`src/rtl/palette_loader_pkg.sv`:
```
// Shared video definitions for palette loading: file formats, palette size,
// bytes per entry and the 5-bit to 8-bit colour channel expansion.
package palette_loader_pkg;

    typedef enum logic {
        PAL_FMT_RGB888 = 1'b0,
        PAL_FMT_BGR555 = 1'b1
    } pal_fmt_e;

    typedef enum logic [1:0] {
        ST_IDLE    = 2'd0,
        ST_COLLECT = 2'd1,
        ST_FLUSH   = 2'd2,
        ST_DONE    = 2'd3
    } pal_state_e;

    localparam int PAL_ENTRIES    = 64;
    localparam int PAL_BPE_RGB888 = 3;
    localparam int PAL_BPE_BGR555 = 2;

    // Replicate the top bits into the low bits so full scale maps to 0xFF.
    function automatic logic [7:0] pal_expand5(input logic [4:0] c5);
        return {c5, c5[4:2]};
    endfunction

endpackage

```
`src/rtl/pal_byte_packer.sv`:
```
// Collects download bytes into one palette entry. Tracks the byte phase,
// holds the partial bytes, and on the final byte of an entry emits a
// registered one-cycle {valid, rgb24} pulse. complete_o is the combinational
// "this byte finishes an entry" flag the top uses to advance its counter in
// lockstep with the pulse.
module pal_byte_packer
    import palette_loader_pkg::*;
(
    input  logic        clk,
    input  logic        reset,
    input  logic        restart_i,
    input  logic        flush_i,
    input  logic        byte_en_i,
    input  logic [7:0]  byte_i,
    input  pal_fmt_e    fmt_i,
    output logic        complete_o,
    output logic        pix_valid_o,
    output logic [23:0] pix_rgb_o
);

    logic [1:0]  phase_q, phase_d;
    logic [1:0]  phase_cur;
    logic [1:0]  last_phase;
    logic [7:0]  b0_q, b1_q;
    logic        valid_q;
    logic [23:0] rgb_q, rgb_d;
    logic [14:0] word;

    // Phase bookkeeping and entry assembly; a restart treats the current byte as byte 0.
    always_comb begin
        phase_cur  = restart_i ? 2'd0 : phase_q;
        last_phase = (fmt_i == PAL_FMT_RGB888) ? 2'(PAL_BPE_RGB888 - 1)
                                               : 2'(PAL_BPE_BGR555 - 1);
        complete_o = byte_en_i && (phase_cur == last_phase);
        // Bit 15 of the 555 word carries no colour and is never looked at.
        word       = {byte_i[6:0], b0_q};
        if (fmt_i == PAL_FMT_RGB888) begin
            rgb_d = {b0_q, b1_q, byte_i};
        end else begin
            rgb_d = {pal_expand5(word[4:0]), pal_expand5(word[9:5]), pal_expand5(word[14:10])};
        end
        phase_d = phase_q;
        if (byte_en_i) begin
            phase_d = complete_o ? 2'd0 : phase_cur + 2'd1;
        end else if (restart_i || flush_i) begin
            phase_d = 2'd0;
        end
    end

    // Byte registers, phase and the registered output pulse.
    always_ff @(posedge clk) begin
        if (reset) begin
            phase_q <= 2'd0;
            b0_q    <= 8'd0;
            b1_q    <= 8'd0;
            valid_q <= 1'b0;
            rgb_q   <= 24'd0;
        end else begin
            phase_q <= phase_d;
            valid_q <= complete_o;
            if (complete_o) begin
                rgb_q <= rgb_d;
            end
            if (byte_en_i && (phase_cur == 2'd0)) begin
                b0_q <= byte_i;
            end
            if (byte_en_i && (phase_cur == 2'd1)) begin
                b1_q <= byte_i;
            end
        end
    end

    assign pix_valid_o = valid_q;
    assign pix_rgb_o   = rgb_q;

endmodule

```
`src/rtl/palette_loader.sv`:
```
// Streams a palette file from the download channel into the video palette
// RAM write port, and reports completion, truncation and overflow.
//
//   state   | meaning
//   --------+-------------------------------------------------------------
//   IDLE    | no download since reset
//   COLLECT | dl_active high, bytes being packed and written
//   FLUSH   | one cycle after dl_active fall; partial entry dropped
//   DONE    | flags hold the result until the next dl_active rise
module palette_loader
    import palette_loader_pkg::*;
#(
    parameter  int ENTRIES = PAL_ENTRIES,
    localparam int IDX_W   = $clog2(ENTRIES),
    localparam int CNT_W   = $clog2(ENTRIES + 1)
) (
    input  logic             clk,
    input  logic             reset,
    input  logic             dl_active,
    input  logic             dl_wr,
    input  logic [7:0]       dl_data,
    input  logic             fmt,
    output logic             load_color,
    output logic [IDX_W-1:0] load_color_index,
    output logic [23:0]      load_color_data,
    output logic             busy,
    output logic             done,
    output logic             short_file,
    output logic             overflow,
    output logic [CNT_W-1:0] entries
);

    pal_state_e       state_q, state_d;
    logic             act_q;
    pal_fmt_e         fmt_q;
    pal_fmt_e         fmt_eff;
    logic [CNT_W-1:0] entries_q;
    logic [IDX_W-1:0] index_q;
    logic             done_q, short_q, ovf_q;

    logic rise, fall, start, collecting, full, byte_en, drop, flushing;
    logic pk_complete;

    assign rise       = dl_active & ~act_q;
    assign fall       = ~dl_active & act_q;
    assign start      = rise && ((state_q == ST_IDLE) || (state_q == ST_DONE));
    assign collecting = (state_q == ST_COLLECT);
    assign flushing   = (state_q == ST_FLUSH);
    assign full       = (entries_q == CNT_W'(ENTRIES));
    // A strobe on the rising-edge cycle is byte 0 of the new file.
    assign byte_en    = dl_active && dl_wr && (start || (collecting && !full));
    assign drop       = dl_active && dl_wr && collecting && full;
    assign fmt_eff    = start ? pal_fmt_e'(fmt) : fmt_q;

    pal_byte_packer u_packer (
        .clk        (clk),
        .reset      (reset),
        .restart_i  (start),
        .flush_i    (flushing),
        .byte_en_i  (byte_en),
        .byte_i     (dl_data),
        .fmt_i      (fmt_eff),
        .complete_o (pk_complete),
        .pix_valid_o(load_color),
        .pix_rgb_o  (load_color_data)
    );

    // State register.
    always_ff @(posedge clk) begin
        if (reset) begin
            state_q <= ST_IDLE;
        end else begin
            state_q <= state_d;
        end
    end

    // Next-state logic.
    always_comb begin
        state_d = state_q;
        case (state_q)
            ST_IDLE:    if (rise) state_d = ST_COLLECT;
            ST_COLLECT: if (fall) state_d = ST_FLUSH;
            ST_FLUSH:   state_d = ST_DONE;
            ST_DONE:    if (rise) state_d = ST_COLLECT;
            default:    state_d = ST_IDLE;
        endcase
    end

    // State-decoded outputs.
    always_comb begin
        busy = (state_q == ST_COLLECT) || (state_q == ST_FLUSH);
    end

    // Edge detect, format latch, entry counter, write index and result flags.
    // act_q resets high so a dl_active still high after reset is not a new rise.
    always_ff @(posedge clk) begin
        if (reset) begin
            act_q     <= 1'b1;
            fmt_q     <= PAL_FMT_RGB888;
            entries_q <= '0;
            index_q   <= '0;
            done_q    <= 1'b0;
            short_q   <= 1'b0;
            ovf_q     <= 1'b0;
        end else begin
            act_q <= dl_active;
            if (start) begin
                fmt_q     <= pal_fmt_e'(fmt);
                entries_q <= '0;
                done_q    <= 1'b0;
                short_q   <= 1'b0;
                ovf_q     <= 1'b0;
            end
            if (pk_complete) begin
                index_q   <= entries_q[IDX_W-1:0];
                entries_q <= entries_q + 1'b1;
            end
            if (drop) begin
                ovf_q <= 1'b1;
            end
            if (flushing) begin
                done_q  <= full;
                short_q <= ~full;
            end
        end
    end

    assign load_color_index = index_q;
    assign done             = done_q;
    assign short_file       = short_q;
    assign overflow         = ovf_q;
    assign entries          = entries_q;

endmodule

```
`config.mk`:
```
export PLATFORM = sky130hd
export DESIGN_NAME = palette_loader
export DESIGN_NICKNAME = d
export VERILOG_FILES = /design/src/rtl/palette_loader_pkg.sv /design/src/rtl/pal_byte_packer.sv /design/src/rtl/palette_loader.sv
export SDC_FILE = /design/constraint.sdc
export NUM_CORES = 1
export LEC_CHECK = 0
export BUFFER_PORTS_ARGS = -buffer_cell sky130_fd_sc_hd__buf_2
export CAP_MARGIN = 30
export CORE_UTILIZATION = 34
export CTS_CLUSTER_DIAMETER = 40
export DETAILED_ROUTE_END_ITERATION = 10
export RECOVER_POWER = 25
export SYNTH_ARGS = -nofsm -noshare
export SYNTH_HDL_FRONTEND = slang
export SYNTH_SLANG_ARGS = --single-unit
```
`constraint.sdc`:
```
create_clock -name clk -period 3.1 [get_ports clk]
set_input_delay 0.31 -clock clk [delete_from_list [all_inputs] [get_ports clk]]
set_output_delay 0.31 -clock clk [all_outputs]
set_load 0.03 [all_outputs]
```
# --- After elaboration in Yosys (flattened, before gate mapping) ---
# Cells that the tools add are included.
totals:
  regBits: 63
  input_bits: 13
  ramBits: 0
  elab_cells: 66
  latchBits: 0
  mem_bits_ro: 0
  n_memories: 0
op_classes:
  addsub: 2
  reduce_logical: 22
  shifts: 0
  div_mod_pow: 0
  order_cmp: 0
  n_eq_ne: 8
  mux: 16
  multipliers: 0
  bitwise_logic: 5
ops:
  columns: ["cell", "n"]
  rows:
  - ["$mux W24", 1]
  - ["$mux W2", 7]
  - ["$mux W7", 2]
  - ["$logic_and A1 B1 Y1", 9]
  - ["$reduce_bool A2 Y1", 4]
  - ["$add A7 B1 Y7 const B", 1]
  - ["$eq A7 B7 Y1 const B", 1]
  - ["$pmux W2 S3", 1]
  - ["$mux W1", 5]
  - ["$eq A2 B1 Y1 const B", 2]
  - ["$eq A2 B2 Y1 const B", 2]
  - ["$logic_not A2 Y1", 2]
  - ["$logic_or A1 B1 Y1", 4]
  - ["$not A1 Y1", 3]
  - ["$add A2 B1 Y2 const B", 1]
  - ["$and A1 B1 Y1", 2]
  - ["$eq A2 B2 Y1", 1]
  - ["$ne A2 B1 Y1 const B", 1]
  - ["$ne A2 B2 Y1 const B", 1]
  - ["$reduce_and A2 Y1", 1]
  - ["$reduce_or A2 Y1", 1]
  - ["$logic_not A1 Y1", 1]

# --- Logic depth before layout (Yosys ltp) ---
# Gate-level depths: netlist (run 1).
logic_depth:
  word_depth: 9
  mapped_depth: 10

# --- Modules after synthesis ---
# Synthesis (run 1) repeated with hierarchy kept, for this count alone.
hier_totals:
  hier_cells: 316
  hier_area_um2: 2821.5
by_module_without_submodules:
  columns: ["mod", "seq_area_each_um2", "instances", "area_each_um2", "cells_per_inst"]
  rows:
  - ["pal_byte_packer", 860.8, 1, 1835.5, 211]
  - ["palette_loader", 400.4, 1, 985.9, 105]

# --- Worst setup path after synthesis (run 1) ---
# OpenSTA, ideal clock, no wires.
synth_timing:
  kind: "reg-to-reg"
  start: "reg entries_q[0] (netlist: entries[0])"
  end: "reg index_q[1] (netlist: load_color_index[1])"
  period_less_slack_ns: 2.056
  path_buffers: 2
  setup_slack_ns: 1.044
  t_arrival_ns: 1.986
  setup_time_ns: 0.070
  path_stages_with_launch: 9
  cell_sequence: "dfxtp_1 -> inv_1 -> ha_1 -> and2_1 -> a21oi_1 -> buf_2 -> buf_1 -> nand3_1 -> a21oi_1"
synth_between:
  elab_chain_cells: 6
synth_rtl:
  columns: ["element", "line_no", "source"]
  rows:
  - ["start, declared", "palette_loader.sv:37", "logic [CNT_W-1:0] entries_q;"]
  - ["start signal, assigned", "palette_loader.sv:116", "entries_q <= entries_q + 1'b1;"]
  - ["$eq A7 B7 Y1", "palette_loader.sv:49", "assign full = (entries_q == CNT_W'(ENTRIES));"]
  - ["$logic_not A1 Y1", "palette_loader.sv:51", "assign byte_en = dl_active && dl_wr && (start || (collecting && !full));"]
  - ["$logic_and A1 B1 Y1", "palette_loader.sv:51", null]
  - ["$logic_or A1 B1 Y1", "palette_loader.sv:51", null]
  - ["$logic_and A1 B1 Y1", "palette_loader.sv:51", null]
  - ["$logic_and A1 B1 Y1", "pal_byte_packer.sv:34", "complete_o = byte_en_i && (phase_cur == last_phase);"]
  - ["end signal, assigned", "palette_loader.sv:115", "index_q <= entries_q[IDX_W-1:0];"]
  - ["end, declared", "palette_loader.sv:38", "logic [IDX_W-1:0] index_q;"]
# Every way passes these cells.
# A chain may end at the register's enable or synchronous reset.

# --- Final worst setup path (run 1) ---
layout_timing:
  start: "reg state_q[0]"
  end: "reg u_packer.b0_q[2]"
layout_between:
  elab_chain_cells: 6
  elab_cells_between_ends: 11
  cone_classes: "eq/ne: 2; mux: 1; reduce/logical: 8"
layout_rtl:
  columns: ["element", "line_no", "source"]
  rows:
  - ["start, declared", "palette_loader.sv:33", "pal_state_e state_q, state_d;"]
  - ["start signal, assigned", "palette_loader.sv:73", "state_q <= state_d;"]
  - ["$eq A2 B2 Y1 / $logic_not A2 Y1 (equally long branches)", "palette_loader.sv:46", "assign start = rise && ((state_q == ST_IDLE) || (state_q == ST_DONE));"]
  - ["$logic_or A1 B1 Y1", "palette_loader.sv:46", null]
  - ["$logic_and A1 B1 Y1", "palette_loader.sv:46", null]
  - ["$mux W2 / $logic_or A1 B1 Y1 (equally long branches)", "pal_byte_packer.sv:31, palette_loader.sv:51", null]
  - ["$logic_not A2 Y1 / $logic_and A1 B1 Y1 (equally long branches)", "pal_byte_packer.sv:64, palette_loader.sv:51", null]
  - ["$logic_and A1 B1 Y1 *", "pal_byte_packer.sv:64", "if (byte_en_i && (phase_cur == 2'd0)) begin"]
  - ["end signal, assigned", "pal_byte_packer.sv:65", "b0_q <= byte_i;"]
  - ["end, declared", "pal_byte_packer.sv:24", "logic [7:0] b0_q, b1_q;"]
# Every way passes the cells marked *; elsewhere a longest branch is shown, timed or not.

==> results of run 1 <==
==> state kept, by name, summed over array words and instances (netlist names) <==
signal,flops
u_packer.pix_rgb_o,24
act_q,1
short_file,1
done,1
state_q,2
fmt_q,1
u_packer.pix_valid_o,1
overflow,1
u_packer.b1_q,8
entries,7
load_color_index,6
u_packer.phase_q,2
u_packer.b0_q,8
==> placed cells by master (no fill, tap or decap), drive strengths merged, types with 3 or more instances in the layout <==
| cell | synthesis | layout |
|---|---|---|
| a31oi | 3 | 3 |
| a21oi | 54 | 54 |
| ha | 6 | 6 |
| buf | 14 | 38 |
| nand2b | 4 | 4 |
| nand3b | 3 | 3 |
| nor4 | 3 | 3 |
| clkbuf | 17 | 35 |
| mux2i | 25 | 25 |
| nor3 | 4 | 4 |
| o21ai | 17 | 17 |
| nand2 | 8 | 8 |
| o2111ai | 18 | 18 |
| nor2 | 7 | 7 |
| nor2b | 3 | 3 |
| o31ai | 17 | 17 |
| o211ai | 6 | 6 |
| inv | 10 | 13 |
| a211oi | 24 | 24 |
| nand3 | 14 | 14 |
| dfxtp | 63 | 63 |
==> per-stage QoR <==
step / util (%) / hold slack, ps / power [W] / instances
floorplan: - / 416.6 / 0.001184 / 338
global placement: 38.70 / 455.6 / 0.001276 / 478
detailed placement: 38.79 / 463.8 / 0.001288 / 479
CTS: 41.36 / 269.4 / 0.002122 / 495
global route: 40.96 / 297.2 / 0.002201 / 495
finish: 40.96 / 274.8 / 0.002103 / 495
==> final cells by class <==
| class | count | area, µm² | area share (%) |
|---|---|---|---|
| repair buffers | 64 | 310.3 | 8.602 |
| clock inverters | 7 | 102.6 | 2.844 |
| clock buffers | 9 | 123.9 | 3.434 |
| flip-flops and latches | 63 | 1261 | 34.96 |
| multi-input cells | 234 | 1637 | 45.37 |
| inverters | 10 | 37.54 | 1.041 |
| well taps | 108 | 135.1 | 3.746 |
==> routing by layer <==
layer	part of all wire (%)	track usage [%]	up-vias
li1	-	-	1395
met1	49	24.41	1322
met2	45	25.64	82
met3	5.2	3.813	9
met4	1.2	4.895	0
met5	0	0	-
==> cells by family after synthesis <==
logic type / after synthesis / share of synthesized area (%)
AOI/OAI and AO/OA: 144 / 29.86
DFF: 63 / 40.56
and+or+nand+nor: 59 / 11.79
buffers and inverters: 41 / 6.922
muxes: 25 / 8.451
adders and majority gates: 6 / 2.414
==> final timing paths <==
| check | startpoint | end | slack (ps) |
|---|---|---|---|
| setup / recovery | state_q[0] | u_packer.b0_q[2] | 720 |
| hold / removal | dl_active | state_q[1] | 270 |
| setup reg to reg | state_q[0] | u_packer.b0_q[2] | 720 |
| hold reg to reg | u_packer.b1_q[6] | u_packer.b1_q[6] | 470 |
==> power groups by stage <==
stage	Clock [W]	Combinational (W)	Sequential [W]
floorplan	0	0.000303	0.000881
global placement	0	0.000399	0.000877
detailed placement	0	0.000409	0.000879
CTS	0.000851	0.000411	0.000860
global route	0.000887	0.000450	0.000865
finish	0.000831	0.000412	0.000860
==> flow_summary.ini, run 1 <==
[layout]
nFillCells = 901
drive_gt1_share_pct = 16.54
design_area_um2 = 3607
final_nets = 401
diodes = 0
area_growth_pct = 16.02

[route]
wl_per_cell_um = 16.33
drt-initial-drc-count = 214
via_per_inst = 5.673
via_count = 2808
drc_errors = 6
dr.pass1.iters = 7
drtAntennaViolNets = 0
drt_wl_total_mm = 8.083

[flow_run]
maxCapViolCount = 1

[sta]
tns_ps = 0
min_period_over_period_pct = 76.80
maxSlewViolCount = 53
tightest_slew_ps = 2277
finalWorstSetupSlack_ps = 719.1
rsz0062_at_grt = false
clock_skew_ps = 9.780
hold_viol = 0
min_period_ps = 2381
max_slew_margin_pct = -51.77
finalSetupViolations = 0
clock.fmax_ghz = 0.4200

[power_and_ir_drop]
sw_frac_of_total_pct = 31.91
cell_internal_pwr_w = 0.001432
power_density_nw_per_um2 = 583.0
p_leak_nw = 1.381
p_clk_share_pct = 39.5
combinationalPowerShare_pct = 19.6
p_seq_share_pct = 40.9
p_switching_w = 0.0006710
ir_drop_v = 0.0002682

[floorplan]
initial_core_util_pct = 35.31
die_w_um = 97.63
core_um2 = 8806
rows = 34
dieArea_um2 = 9532
boundaryPins = 55
fp.dieH_um = 97.63

[cts]
cts_resized = 0
cts.htree.levels = 3
cts.clk_slew.worst_paths_ps = 80
clockBufferDepth = 2
cts_setup_buffers = 0
insertion_delay_ps = 340
root_buffer = clkbuf_8
cts.sinks = 63
cts_tree = yes
numCtsBuffers = 9
holdBufCountCts = 0

[synth]
synth_nets = 357
yosys-top-cells-count = dfxtp_1 (63), a21oi_1 (54), a211oi_1 (24), mux2i_1 (24), o2111ai_1 (18)
synthFlopType = dfxtp_1
yosysWarnings = 0
synth-async-reset-ratio_pct = 0
synth_cells = 338
synth_top_area_cell = dfxtp_1
syn_area_per_cell_um2 = 9.199
yosysUniqueCellTypes = 46
post-synth-top-area-fraction_pct = 40.56
synth-seq-cells = 63
synth_edf_count = 0
yosysSeqAreaShare_pct = 40.56
netlist_area_um2 = 3109
synth.most_common_cell = dfxtp_1
synth_area_leaders = dfxtp_1 (41%), a21oi_1 (8.7%), mux2i_1 (7.7%)

[worst_setup_path]
worstPathArrival_ps = 2510
startpoint_type = flop
worst-setup-path-type = flop to flop
worst-path-buf-inv = 2
cp-end-kind = flop
cp_max_fo = 10
r2r_cells = 8
crit_path_max_incr_delay_ps = 390
critPathSlowestCell = dfxtp_1
critPathTopFamily = adder cells
required_ps = 3230
worst-path-stages = 8
crit_path_cell_trace = inv_1 -> ha_1 -> nand3b_4 -> nand2_1 -> ha_1 -> inv_1 -> o31ai_1 -> a21oi_1

[run_status]
status = finished with violations
violations = DRC, capacitance limit, slew limit

[placement]
io_buffer_count = 54
dp_worst_setup_slack_ps = 809.9
gp_congestion = 0.8071
dp_hpwl_mm = 5.375
dpl-instance-area_um2 = 3416

[min_path]
holdPathStages = 2
hold_path_class = input pin to flop

[global_routing]
grt_pass1_vias = 2449
grt_use_total_pct = 17.11
grt_pass1_wl_mm = 13.04
grt_max_degree = 53
overflow = 0
grt_antenna_before_repair = 0
(Power assumes the default switching activity.)
==> run 2: changes to the inputs <==
- ABC_AREA: unset -> 1
- clock period: 3.1 -> 1.9 ns (I/O delays scaled with it)
==> flow_summary.ini, run 2 <==
[cts]
cts_tree = yes
numCtsBuffers = 9
insertion_delay_ps = 340
holdBufCountCts = 0
cts_resized = 0
cts.sinks = 63
cts.clk_slew.worst_paths_ps = 70
cts_setup_buffers = 0
cts.htree.levels = 3
root_buffer = clkbuf_8
clockBufferDepth = 2

[synth]
synth_area_leaders = dfxtp_1 (44%), nand2_1 (14%), a21oi_1 (8.4%)
netlist_area_um2 = 2865
synthFlopType = dfxtp_1
synth_cells = 394
synth-seq-cells = 63
synth-async-reset-ratio_pct = 0
yosysWarnings = 0
yosys.area_share.simple_pct = 25.41
yosysSeqAreaShare_pct = 44.02
synth_top_area_cell = dfxtp_1
post-synth-top-area-fraction_pct = 44.02
synth_top_family_by_area = simple AND/OR/NAND/NOR gates
syn_area_per_cell_um2 = 7.272
yosys-top-cells-count = nand2_1 (108), dfxtp_1 (63), a21oi_1 (48)
synth-compound-area-share_pct = 18.47
synth_edf_count = 0
synth_nets = 413
synth_xor_area_share_pct = 0
yosysUniqueCellTypes = 24
synthAdderAreaFrac_pct = 2.620
synth.most_common_cell = nand2_1
synth_mux_area_share_pct = 0

[sta]
clock_skew_ps = 7.643
hold_viol = 0
holdWs_ps = 169.0
min_period_ps = 1710
finalWorstSetupSlack_ps = 189.7
max_slew_margin_pct = 64.19
rsz0062_at_grt = false
min_period_over_period_pct = 90.01
finalSetupViolations = 0
maxSlewViolCount = 0
tns_ps = 0
clock.fmax_ghz = 0.5847
tightest_slew_ps = 536.6

[placement]
io_buffer_count = 54
dp_hpwl_mm = 4.977
gp_congestion = 0.8374
dp_worst_setup_slack_ps = 26.87

[floorplan]
core_um2 = 8175
initial_core_util_pct = 35.05
die_w_um = 93.80
rows = 33
fp.dieH_um = 93.80
dieArea_um2 = 8798
boundaryPins = 55

[route]
drt_wl_total_mm = 6.942
wl_per_cell_um = 12.27
drtAntennaViolNets = 0
routed-wl-met2_mm = 3.126
met1_length_mm = 3.448
drt-initial-drc-count = 66
dr.pass1.iters = 4
met3_length_um = 251
via_count = 2688
topRoutingLayerUsed = met4
via_per_inst = 4.749
drc_errors = 0

[worst_setup_path]
startpoint_type = flop
crit_path_cell_trace = inv_1 -> ha_4 -> nand3_4 -> nand2_1 -> nand2_1 -> nand2_1 -> nand3_4 -> inv_4 -> buf_12 -> nand2_1 -> a21oi_1
cp-end-kind = flop
crit_path_max_incr_delay_ps = 350
cp_max_fo = 17
critPathLaunch = state_q[0]
worstPathArrival_ps = 1970
worst-setup-path-type = flop to flop
critPathSlowestCell = dfxtp_1
crit_path_frequent_cell = nand2_1
required_ps = 2160
r2r-start = state_q[0]

[min_path]
hold_start = dl_active
hold_path_class = input pin to flop

[global_routing]
grt_antenna_before_repair = 0
grt_pass1_vias = 2600
grt_use_total_pct = 17.43
grt_max_degree = 36
overflow = 0
grt_pass1_wl_mm = 11.93

[layout]
area_growth_pct = 24.41
nFillCells = 871
layout_common_cells = nand2_1 (106), dfxtp_1 (63), a21oi_1 (48)
diodes = 0
drive_gt1_share_pct = 20.61
final_nets = 475
register_area_um2 = 1261
multi_input_area_um2 = 1363
mostFrequentLayoutCell = nand2_1
largest_reg_flops = 24

[power_and_ir_drop]
p_leak_nw = 1.414
ir_drop_v = 0.0003680
power_density_nw_per_um2 = 981.5

[run_status]
status = finished, final reports clean

[flow_run]
maxCapViolCount = 0
-- run 2: cells by family after synthesis --
kind of cell | Yosys count
simple gates | 165
buf+inv | 62
flops | 63
compound gates | 98
fa+ha+maj | 6
-- run 2: report_power, final --
group,switching [W],internal [W]
logic,0.000480,0.000260
registers,0.0000491,0.00140
clock network,0.000538,0.000775
total,0.00107,0.00243
-- run 2: cell type report --
class / instances / area share, %
clock inverters: 5 / 2.282
clock buffers: 11 / 3.966
multi-input cells: 269 / 38.22
repair buffers: 74 / 12.29
inverters: 39 / 4.177
well taps: 105 / 3.686
flip-flops and latches: 63 / 35.38
-- run 2: critical path, delay by kind of cell (launching register included) --
family / cells / cell delay (ps)
buffers and inverters: 3 / 310
adder cells (fa/ha/maj): 1 / 300
AO/OA/AOI/OAI: 1 / 130
flip-flops: 1 / 350
AND/OR/NAND/NOR: 6 / 530
-- run 2: routing by layer --
layer  up-vias  track usage [%]
li1       1399                -
met1      1230            22.17
met2        47            28.47
met4         0            7.308
met3        12            3.641
met5         -                0
-- run 2: through the flow --
step                cell area [µm²]  std cells  utilization, %  total power (W)
global route                   3565        566           43.60         0.003702
detailed placement             3342        550           40.88         0.002168
floorplan                      2865        394               -         0.001968
CTS                            3565        566           43.60         0.003487
finish                         3565        566           43.60         0.003499
global placement               3342        550           40.88         0.002160
-- run 2: path summary, 6_finish.rpt --
| check | slack [ps] | end | cells past startpoint |
|---|---|---|---|
| worst max register to register | 190 | u_packer.pix_rgb_o[0] | 11 |
| worst max-delay path | 190 | u_packer.pix_rgb_o[0] | 11 |
| worst min-delay path | 170 | act_q | 3 |
| worst min register to register | 450 | u_packer.b1_q[3] | 2 |
